[src/rtl/mouse_master_sm_if.sv]
// Byte-level handshake between the mouse master sequencer and the PS/2
// transmitter/receiver datapath.
interface mouse_master_sm_if;
  logic       SEND_BYTE;
  logic [7:0] BYTE_TO_SEND;
  logic       BYTE_SENT;
  logic       READ_ENABLE;
  logic       BYTE_READY;
  logic [7:0] BYTE_READ;
  logic [1:0] BYTE_ERROR_CODE;

  modport master (
    output SEND_BYTE, BYTE_TO_SEND, READ_ENABLE,
    input  BYTE_SENT, BYTE_READY, BYTE_READ, BYTE_ERROR_CODE
  );

  modport slave (
    input  SEND_BYTE, BYTE_TO_SEND, READ_ENABLE,
    output BYTE_SENT, BYTE_READY, BYTE_READ, BYTE_ERROR_CODE
  );
endinterface

[src/rtl/mouse_master_sm.sv]
// PS/2 mouse master sequencer: power-up command/ack protocol with IntelliMouse
// wheel knock, then stream packet parsing with a one-cycle interrupt per packet.
module mouse_master_sm #(
  parameter int unsigned INIT_WAIT = 500000,
  parameter int unsigned TIMEOUT   = 5000000
) (
  input  logic              CLK,
  input  logic              RESET,
  mouse_master_sm_if.master bus,
  output logic [7:0]        MOUSE_STATUS,
  output logic [7:0]        MOUSE_DX,
  output logic [7:0]        MOUSE_DY,
  output logic [7:0]        MOUSE_DZ,
  output logic              WHEEL_EN,
  output logic              SEND_INTERRUPT,
  output logic [4:0]        MASTER_STATE
);

  typedef enum logic [4:0] {
    S_INIT          = 5'd0,
    S_TX            = 5'd1,
    S_WAIT_SENT     = 5'd2,
    S_WAIT_ACK      = 5'd3,
    S_WAIT_SELFTEST = 5'd4,
    S_WAIT_ID       = 5'd5,
    S_WAIT_ID2      = 5'd6,
    S_STREAM        = 5'd7
  } state_t;

  state_t      state, state_nxt;
  logic [3:0]  cmd_idx, cmd_idx_nxt;
  logic [31:0] timer;
  logic [1:0]  pkt_idx;
  logic [7:0]  sh_status, sh_dx, sh_dy;
  logic        rx_ok;
  logic        read_en;
  logic        publish;

  // The whole command sequence shares one TX/WAIT_SENT/WAIT_ACK step, indexed by cmd_idx.
  function automatic logic [7:0] cmd_byte(input logic [3:0] idx);
    case (idx)
      4'd0:    cmd_byte = 8'hFF;
      4'd1:    cmd_byte = 8'hF3;
      4'd2:    cmd_byte = 8'hC8;
      4'd3:    cmd_byte = 8'hF3;
      4'd4:    cmd_byte = 8'h64;
      4'd5:    cmd_byte = 8'hF3;
      4'd6:    cmd_byte = 8'h50;
      4'd7:    cmd_byte = 8'hF2;
      4'd8:    cmd_byte = 8'hF4;
      default: cmd_byte = 8'h00;
    endcase
  endfunction

  assign rx_ok = bus.BYTE_READY && (bus.BYTE_ERROR_CODE == 2'b00);

  always_ff @(posedge CLK or negedge RESET) begin
    if (!RESET) begin
      state   <= S_INIT;
      cmd_idx <= '0;
    end else begin
      state   <= state_nxt;
      cmd_idx <= cmd_idx_nxt;
    end
  end

  always_comb begin
    state_nxt   = state;
    cmd_idx_nxt = cmd_idx;
    case (state)
      S_INIT: begin
        if (timer == INIT_WAIT - 1) begin
          state_nxt   = S_TX;
          cmd_idx_nxt = '0;
        end
      end
      S_TX:        state_nxt = S_WAIT_SENT;
      S_WAIT_SENT: if (bus.BYTE_SENT) state_nxt = S_WAIT_ACK;
      S_WAIT_ACK: begin
        if (bus.BYTE_READY) begin
          if (rx_ok && bus.BYTE_READ == 8'hFA) begin
            case (cmd_idx)
              4'd0:    state_nxt = S_WAIT_SELFTEST;
              4'd7:    state_nxt = S_WAIT_ID2;
              4'd8:    state_nxt = S_STREAM;
              default: begin
                state_nxt   = S_TX;
                cmd_idx_nxt = cmd_idx + 4'd1;
              end
            endcase
          end else begin
            state_nxt = S_INIT;
          end
        end
      end
      S_WAIT_SELFTEST: begin
        if (bus.BYTE_READY)
          state_nxt = (rx_ok && bus.BYTE_READ == 8'hAA) ? S_WAIT_ID : S_INIT;
      end
      S_WAIT_ID: begin
        if (bus.BYTE_READY) begin
          if (rx_ok && bus.BYTE_READ == 8'h00) begin
            state_nxt   = S_TX;
            cmd_idx_nxt = 4'd1;
          end else begin
            state_nxt = S_INIT;
          end
        end
      end
      S_WAIT_ID2: begin
        if (bus.BYTE_READY) begin
          if (rx_ok && (bus.BYTE_READ == 8'h03 || bus.BYTE_READ == 8'h00)) begin
            state_nxt   = S_TX;
            cmd_idx_nxt = 4'd8;
          end else begin
            state_nxt = S_INIT;
          end
        end
      end
      S_STREAM: state_nxt = S_STREAM;
      default:  state_nxt = S_INIT;
    endcase
    if (state != S_INIT && state != S_STREAM && timer == TIMEOUT - 1)
      state_nxt = S_INIT;
  end

  always_comb begin
    bus.SEND_BYTE    = (state == S_TX);
    bus.BYTE_TO_SEND = 8'h00;
    if (state == S_TX || state == S_WAIT_SENT || state == S_WAIT_ACK)
      bus.BYTE_TO_SEND = cmd_byte(cmd_idx);
    read_en = (state == S_WAIT_ACK) || (state == S_WAIT_SELFTEST) ||
              (state == S_WAIT_ID)  || (state == S_WAIT_ID2) || (state == S_STREAM);
    bus.READ_ENABLE = read_en;
    MASTER_STATE    = state;
    publish = (state == S_STREAM) && rx_ok &&
              ((pkt_idx == 2'd2 && !WHEEL_EN) || pkt_idx == 2'd3);
  end

  // Saturates rather than wrapping so an idle STREAM cannot alias back to zero.
  always_ff @(posedge CLK or negedge RESET) begin
    if (!RESET)
      timer <= '0;
    else if (state_nxt != state || (bus.BYTE_READY && read_en))
      timer <= '0;
    else if (timer != '1)
      timer <= timer + 32'd1;
  end

  always_ff @(posedge CLK or negedge RESET) begin
    if (!RESET)
      WHEEL_EN <= 1'b0;
    else if (state == S_WAIT_ID2 && rx_ok) begin
      if (bus.BYTE_READ == 8'h03)      WHEEL_EN <= 1'b1;
      else if (bus.BYTE_READ == 8'h00) WHEEL_EN <= 1'b0;
    end
  end

  // Packet bytes land in shadows; outputs change only when a packet completes cleanly.
  always_ff @(posedge CLK or negedge RESET) begin
    if (!RESET) begin
      pkt_idx        <= '0;
      sh_status      <= '0;
      sh_dx          <= '0;
      sh_dy          <= '0;
      MOUSE_STATUS   <= '0;
      MOUSE_DX       <= '0;
      MOUSE_DY       <= '0;
      MOUSE_DZ       <= '0;
      SEND_INTERRUPT <= 1'b0;
    end else begin
      SEND_INTERRUPT <= publish;
      if (state != S_STREAM) begin
        pkt_idx <= '0;
        if (state == S_WAIT_ID2 && rx_ok && bus.BYTE_READ == 8'h00)
          MOUSE_DZ <= '0;
      end else if (bus.BYTE_READY) begin
        if (bus.BYTE_ERROR_CODE != 2'b00) begin
          pkt_idx <= '0;
        end else begin
          case (pkt_idx)
            2'd0: begin
              if (bus.BYTE_READ[3]) begin
                sh_status <= bus.BYTE_READ;
                pkt_idx   <= 2'd1;
              end
            end
            2'd1: begin
              sh_dx   <= bus.BYTE_READ;
              pkt_idx <= 2'd2;
            end
            2'd2: begin
              if (WHEEL_EN) begin
                sh_dy   <= bus.BYTE_READ;
                pkt_idx <= 2'd3;
              end else begin
                MOUSE_STATUS <= sh_status;
                MOUSE_DX     <= sh_dx;
                MOUSE_DY     <= bus.BYTE_READ;
                MOUSE_DZ     <= '0;
                pkt_idx      <= 2'd0;
              end
            end
            default: begin
              MOUSE_STATUS <= sh_status;
              MOUSE_DX     <= sh_dx;
              MOUSE_DY     <= sh_dy;
              MOUSE_DZ     <= {{4{bus.BYTE_READ[3]}}, bus.BYTE_READ[3:0]};
              pkt_idx      <= 2'd0;
            end
          endcase
        end
      end
    end
  end

endmodule

[src/flat_wrapper.sv]
// flat-port wrapper written by rule: the top's interface ports become plain ports
module mouse_master_sm_flat 
#(
  parameter int unsigned INIT_WAIT = 500000,
  parameter int unsigned TIMEOUT   = 5000000
)
  (CLK, RESET, MOUSE_STATUS, MOUSE_DX, MOUSE_DY, MOUSE_DZ, WHEEL_EN, SEND_INTERRUPT, MASTER_STATE, bus_SEND_BYTE, bus_BYTE_TO_SEND, bus_READ_ENABLE, bus_BYTE_SENT, bus_BYTE_READY, bus_BYTE_READ, bus_BYTE_ERROR_CODE);
  mouse_master_sm_if bus_i ();
  input  logic CLK;
  input  logic RESET;
  output logic [7:0] MOUSE_STATUS;
  output logic [7:0] MOUSE_DX;
  output logic [7:0] MOUSE_DY;
  output logic [7:0] MOUSE_DZ;
  output logic WHEEL_EN;
  output logic SEND_INTERRUPT;
  output logic [4:0] MASTER_STATE;
  output wire logic [$bits(bus_i.SEND_BYTE)-1:0] bus_SEND_BYTE;
  output wire logic [$bits(bus_i.BYTE_TO_SEND)-1:0] bus_BYTE_TO_SEND;
  output wire logic [$bits(bus_i.READ_ENABLE)-1:0] bus_READ_ENABLE;
  input wire logic [$bits(bus_i.BYTE_SENT)-1:0] bus_BYTE_SENT;
  input wire logic [$bits(bus_i.BYTE_READY)-1:0] bus_BYTE_READY;
  input wire logic [$bits(bus_i.BYTE_READ)-1:0] bus_BYTE_READ;
  input wire logic [$bits(bus_i.BYTE_ERROR_CODE)-1:0] bus_BYTE_ERROR_CODE;
  assign bus_SEND_BYTE = bus_i.SEND_BYTE;
  assign bus_BYTE_TO_SEND = bus_i.BYTE_TO_SEND;
  assign bus_READ_ENABLE = bus_i.READ_ENABLE;
  assign bus_i.BYTE_SENT = bus_BYTE_SENT;
  assign bus_i.BYTE_READY = bus_BYTE_READY;
  assign bus_i.BYTE_READ = bus_BYTE_READ;
  assign bus_i.BYTE_ERROR_CODE = bus_BYTE_ERROR_CODE;
  mouse_master_sm #(.INIT_WAIT(INIT_WAIT), .TIMEOUT(TIMEOUT)) u_core (.CLK(CLK), .RESET(RESET), .bus(bus_i), .MOUSE_STATUS(MOUSE_STATUS), .MOUSE_DX(MOUSE_DX), .MOUSE_DY(MOUSE_DY), .MOUSE_DZ(MOUSE_DZ), .WHEEL_EN(WHEEL_EN), .SEND_INTERRUPT(SEND_INTERRUPT), .MASTER_STATE(MASTER_STATE));
endmodule
[config.mk]
export PLATFORM = sky130hd
export DESIGN_NAME = mouse_master_sm_flat
export DESIGN_NICKNAME = d
export VERILOG_FILES = /design/src/rtl/mouse_master_sm_if.sv /design/src/rtl/mouse_master_sm.sv /design/src/flat_wrapper.sv
export SDC_FILE = /design/constraint.sdc
export NUM_CORES = 1
export LEC_CHECK = 0
export BUFFER_PORTS_ARGS = -buffer_cell sky130_fd_sc_hd__buf_2
export CORE_MARGIN = 2
export CORE_UTILIZATION = 35
export CTS_CLUSTER_DIAMETER = 30
export CTS_CLUSTER_SIZE = 24
export DETAILED_ROUTE_END_ITERATION = 10
export GPL_TIMING_DRIVEN = 0
export MAX_ROUTING_LAYER = met4
export PLACE_DENSITY = 0.58
export SLEW_MARGIN = 25
export SYNTH_ARGS = -nofsm -noshare
export SYNTH_HDL_FRONTEND = slang
export SYNTH_SLANG_ARGS = --single-unit
[constraint.sdc]
create_clock -name CLK -period 2.93 [get_ports CLK]
set_input_delay 0.293 -clock CLK [delete_from_list [all_inputs] [get_ports CLK]]
set_output_delay 0.293 -clock CLK [all_outputs]
set_load 0.02 [all_outputs]
==> run summary <==
## STA
• false — setup repair after global routing missed its margin
• 0.00923 ns — worst setup skew after layout
• 0 ns — summed negative setup slack over all endpoints
• 52.3% — Relative slew margins
• 0 — final hold viol count
• 0 — final count of pins violating max slew
• 367 MHz — fmax
• 0 — final setup violation count
• 0.710 ns — Worst Max-Slew Pin Slew
• 93.0% — final worst-path cycle share
• 0.204 ns — Worst Slack Setup Final
• 2.73 ns — crit path time final

## Finish
• 41.6% — fin util
• 2510 um2 — footprint of the multi-input gates
• 17.4% — growth of design area from synthesis to finish
• 23.9% — share of layout cells above drive strength 1
• 1378 — fill cell count
• 0 — antenna diode count
• 6000 um2 — Final Cell Area
• 775 — count of non-filler cells in the finished layout
• 2430 um2 — Sequential Area
• 606 — number of nets in the layout

## Critical path
• 0.57 ns — Largest stage delay, worst path
• u_core.MASTER_STATE[2] — source of the worst register-to-register timing path
• flop — kind of capture point of the worst setup path
• u_core.MASTER_STATE[2] — Worst Setup SP
• 4 — Critical path buffers and inverters
• u_core.MOUSE_DX[2] — Critical R2R Capture
• 8 — worst reg-to-reg path cell count
• buffers and inverters — cell class contributing the biggest share of worst-path delay
• 10 — largest fanout on the critical path
• a2111oi_4 — slowest library cell on the worst path
• buf_2 — most prevalent standard cell on the critical path
• flop — kind of start point of the critical path
• buf_4 -> or3b_1 -> buf_2 -> or2_1 -> buf_2 -> a2111oi_4 -> buf_6 -> mux2_2 — sequence of cells on the critical path
• 0.20 ns — Register-to-Register Setup Slack
• 2.96 ns — Data arrival, critical path
• u_core.MOUSE_DX[2] — crit path to
• 8 — Worst path depth
• 3.16 ns — Req. time, crit path
• flop to flop — worst setup path category

## Global route
• 71 — largest net degree at the start of global routing
• 20900 um — first-pass GRT wire length
• 0 — initial antenna violation count
• 16.8% — total global routing track utilization
• 0 — total global routing overflow
• 4124 — number of global-route vias before repair

## Yosys
• dfrtp_1 (47%), mux2_2 (8.4%), nand2_1 (3.8%), nor2_1 (3.5%), xor2_1 (2.9%) — cell types occupying the most area after synthesis
• dfrtp_1 — predominant post-synthesis flop cell
• 9.66% — post-synthesis compound-gate area fraction
• 100% — asr flop ratio synth
• 9.99 um2 — mean instance size in the synthesized netlist
• 9.18% — multiplexer share of the synthesized area
• 47.5% — area share of the largest cell type after synthesis
• 0 — Yosys Warn Count
• 23.3% — post-synthesis simple-gate area fraction
• simple AND/OR/NAND/NOR gates — combinational family with the most area after synthesis
• 5110 um2 — synthesized area
• 1.47% — adder and majority gate portion of the synthesized area
• 0 — number of flops mapped to enable cells by yosys
• 47.5% — fraction of the yosys area taken by sequential cells
• 512 — Synth Instances
• dfrtp_1 — biggest area consumer among synthesized cells
• dfrtp_1 — top-count cell post-synth
• dfrtp_1 (97), nand2_1 (52), nor2_1 (48), mux2_2 (38), nor3_1 (26) — commonest cells in the synthesized netlist
• 65 — unique cell type count in the Yosys netlist
• 97 — number of flip-flops and latches in the synthesized netlist
• 4.97% — xor and xnor area share after synthesis

## Routing
• 12300 um — Post-Route WL
• 4174 — overall via count from detail_route
• 5.39 — Avg Vias per Cell
• 287 — violation count after the first detailed-route iteration
• 4 — first drt pass iteration count
• 0 — total DRC errors in the routed layout
• 15.9 um — Routed wire per std cell
• 0 — post-route ant nets

## Flow run
• 0 — Maximum Capacitance Violations

## Floorplanning
• 44 — number of standard-cell rows in the floorplan
• 35.5% — initial core utilization
• 14400 um2 — total core area
• 15600 um2 — Die ar.
• 125 um — vertical extent of the die
• 63 — top-level port count
• 125 um — Die X-Extent

## Clock network
• 0.35 ns — clock network latency to the later pin of the worst-skew pair
• 9 — number of CTS-inserted buffers
• 2 — Max Root-Sink Buffers
• yes — clock tree from TritonCTS
• 0.07 ns — clock transition at the registers of the reported paths
• clkbuf_16 — CTS root buffer
• 0 — Resized Gates After CTS
• 97 — number of sinks driven by the clock tree
• 3 — depth of the CTS H-tree
• 0 — number of buffers inserted to repair setup after CTS

## Power and ir drop
• 2.74 nW — total leakage power
• 227 uV — maximum vdd drop
• 440 nW/um2 — total power per unit cell area

## Min path
• input pin to flop — class of the worst hold path

## Placement
• 8930 um — half-perimeter wire length after placement
• 758 — number of placed instances, taps included
• 0.887 — final weighted congestion of routability-driven global placement
• 60 — count of input and output buffers
• 5690 um2 — total cell area at the placement stage
• 0.0941 ns — Post-Place Worst Slack

## Outcome
• completed — result of the run

[report_power, final]
part | switching [mW] | internal, mW
clock | 0.554 | 0.619
sequential | 0.00647 | 1.35
combinational | 0.0837 | 0.0325
total | 0.644 | 2.00
[kinds of logic (layout without fill, tap and decap cells)]
group,count (synthesis),after routing
flops,97,97
other cells,1,2
mux,42,42
compound gates,71,71
buf+inv,38,116
fa+ha+maj,6,6
xor+xnor,29,29
simple gates,228,228
[timing repair]
| item | in CTS | in global routing |
|---|---|---|
| endpoints found under the hold margin | 27 | 0 |
| hold buffers | 1 | 0 |
| endpoints found under the setup margin | 0 | 12 |
[cell usage in the layout, fill, tap and decap left out, drive strengths merged, types with 5 or more instances in the layout]
| master | count |
|---|---|
| nand2 | 52 |
| clkbuf | 22 |
| and2 | 7 |
| inv | 12 |
| nand3 | 20 |
| xor2 | 17 |
| nor2 | 48 |
| mux2 | 39 |
| and4 | 7 |
| and3 | 6 |
| or3 | 5 |
| dfrtp | 97 |
| nor3 | 27 |
| xnor2 | 12 |
| buf | 78 |
| ha | 6 |
| nand4 | 16 |
| o21ai | 14 |
| a21oi | 13 |
| a31oi | 13 |
| nor4 | 14 |
[per-stage QoR]
stage	total power [mW]	hold WS (ns)
after CTS	2.68	0.254
after global routing	2.75	0.281
after floorplan	1.43	-0.00259
after detailed placement	1.50	0.183
final	2.64	0.262
after global placement	1.49	0.451
[worst min-delay path by stage]
stage,start,end,slack (ns),cells after the start
2_1_floorplan,RESET,u_core.MASTER_STATE[0],-0.003,0
3_3_place_gp,u_core.sh_status[3],u_core.sh_status[3],0.45,1
3_5_place_dp,RESET,u_core.sh_dx[5],0.18,1
4_1_cts,bus_BYTE_READ[7],u_core.MOUSE_DY[7],0.25,3
5_1_grt,bus_BYTE_READ[7],u_core.MOUSE_DY[7],0.28,3
6_report,bus_BYTE_READ[7],u_core.MOUSE_DY[7],0.26,3
[worst register-to-register path: stages, from the launching register on]
cell	delay, ns
dfrtp_1	0.37
buf_4	0.17
or3b_1	0.35
buf_2	0.17
or2_1	0.22
buf_2	0.17
a2111oi_4	0.57
buf_6	0.25
mux2_2	0.35
[metal layers]
layer / vias up / track usage [%] / share of wire [%]
met3: 18 / 3.61 / 4.4
met4: 0 / 4.90 / 1.5
met5: - / - / 0
met1: 2053 / 22.0 / 47
li1: 2006 / - / -
met2: 97 / 26.3 / 47
[sequential cells by signal, summed over array words and instances, names as in the netlist]
| name | cells |
|---|---|
| u_core.timer | 32 |
| u_core.MOUSE_DX | 8 |
| u_core.MOUSE_DY | 8 |
| u_core.MOUSE_STATUS | 8 |
| u_core.sh_dx | 8 |
| u_core.sh_dy | 8 |
| u_core.sh_status | 8 |
| u_core.MASTER_STATE | 5 |
| u_core.MOUSE_DZ | 4 |
| u_core.cmd_idx | 4 |
| u_core.pkt_idx | 2 |
| u_core.SEND_INTERRUPT | 1 |
| u_core.WHEEL_EN | 1 |
[layout make-up]
| cell class | count | share of cell area, % |
|---|---|---|
| clock buffers | 10 | 3.98 |
| multi-input cells | 378 | 41.8 |
| inverters | 9 | 0.563 |
| flip-flops and latches | 97 | 40.4 |
| well taps | 184 | 3.83 |
| clock inverters | 6 | 1.00 |
| repair buffers | 62 | 5.73 |
| plain buffers | 29 | 2.71 |
Power figures use the tool's default switching activity.
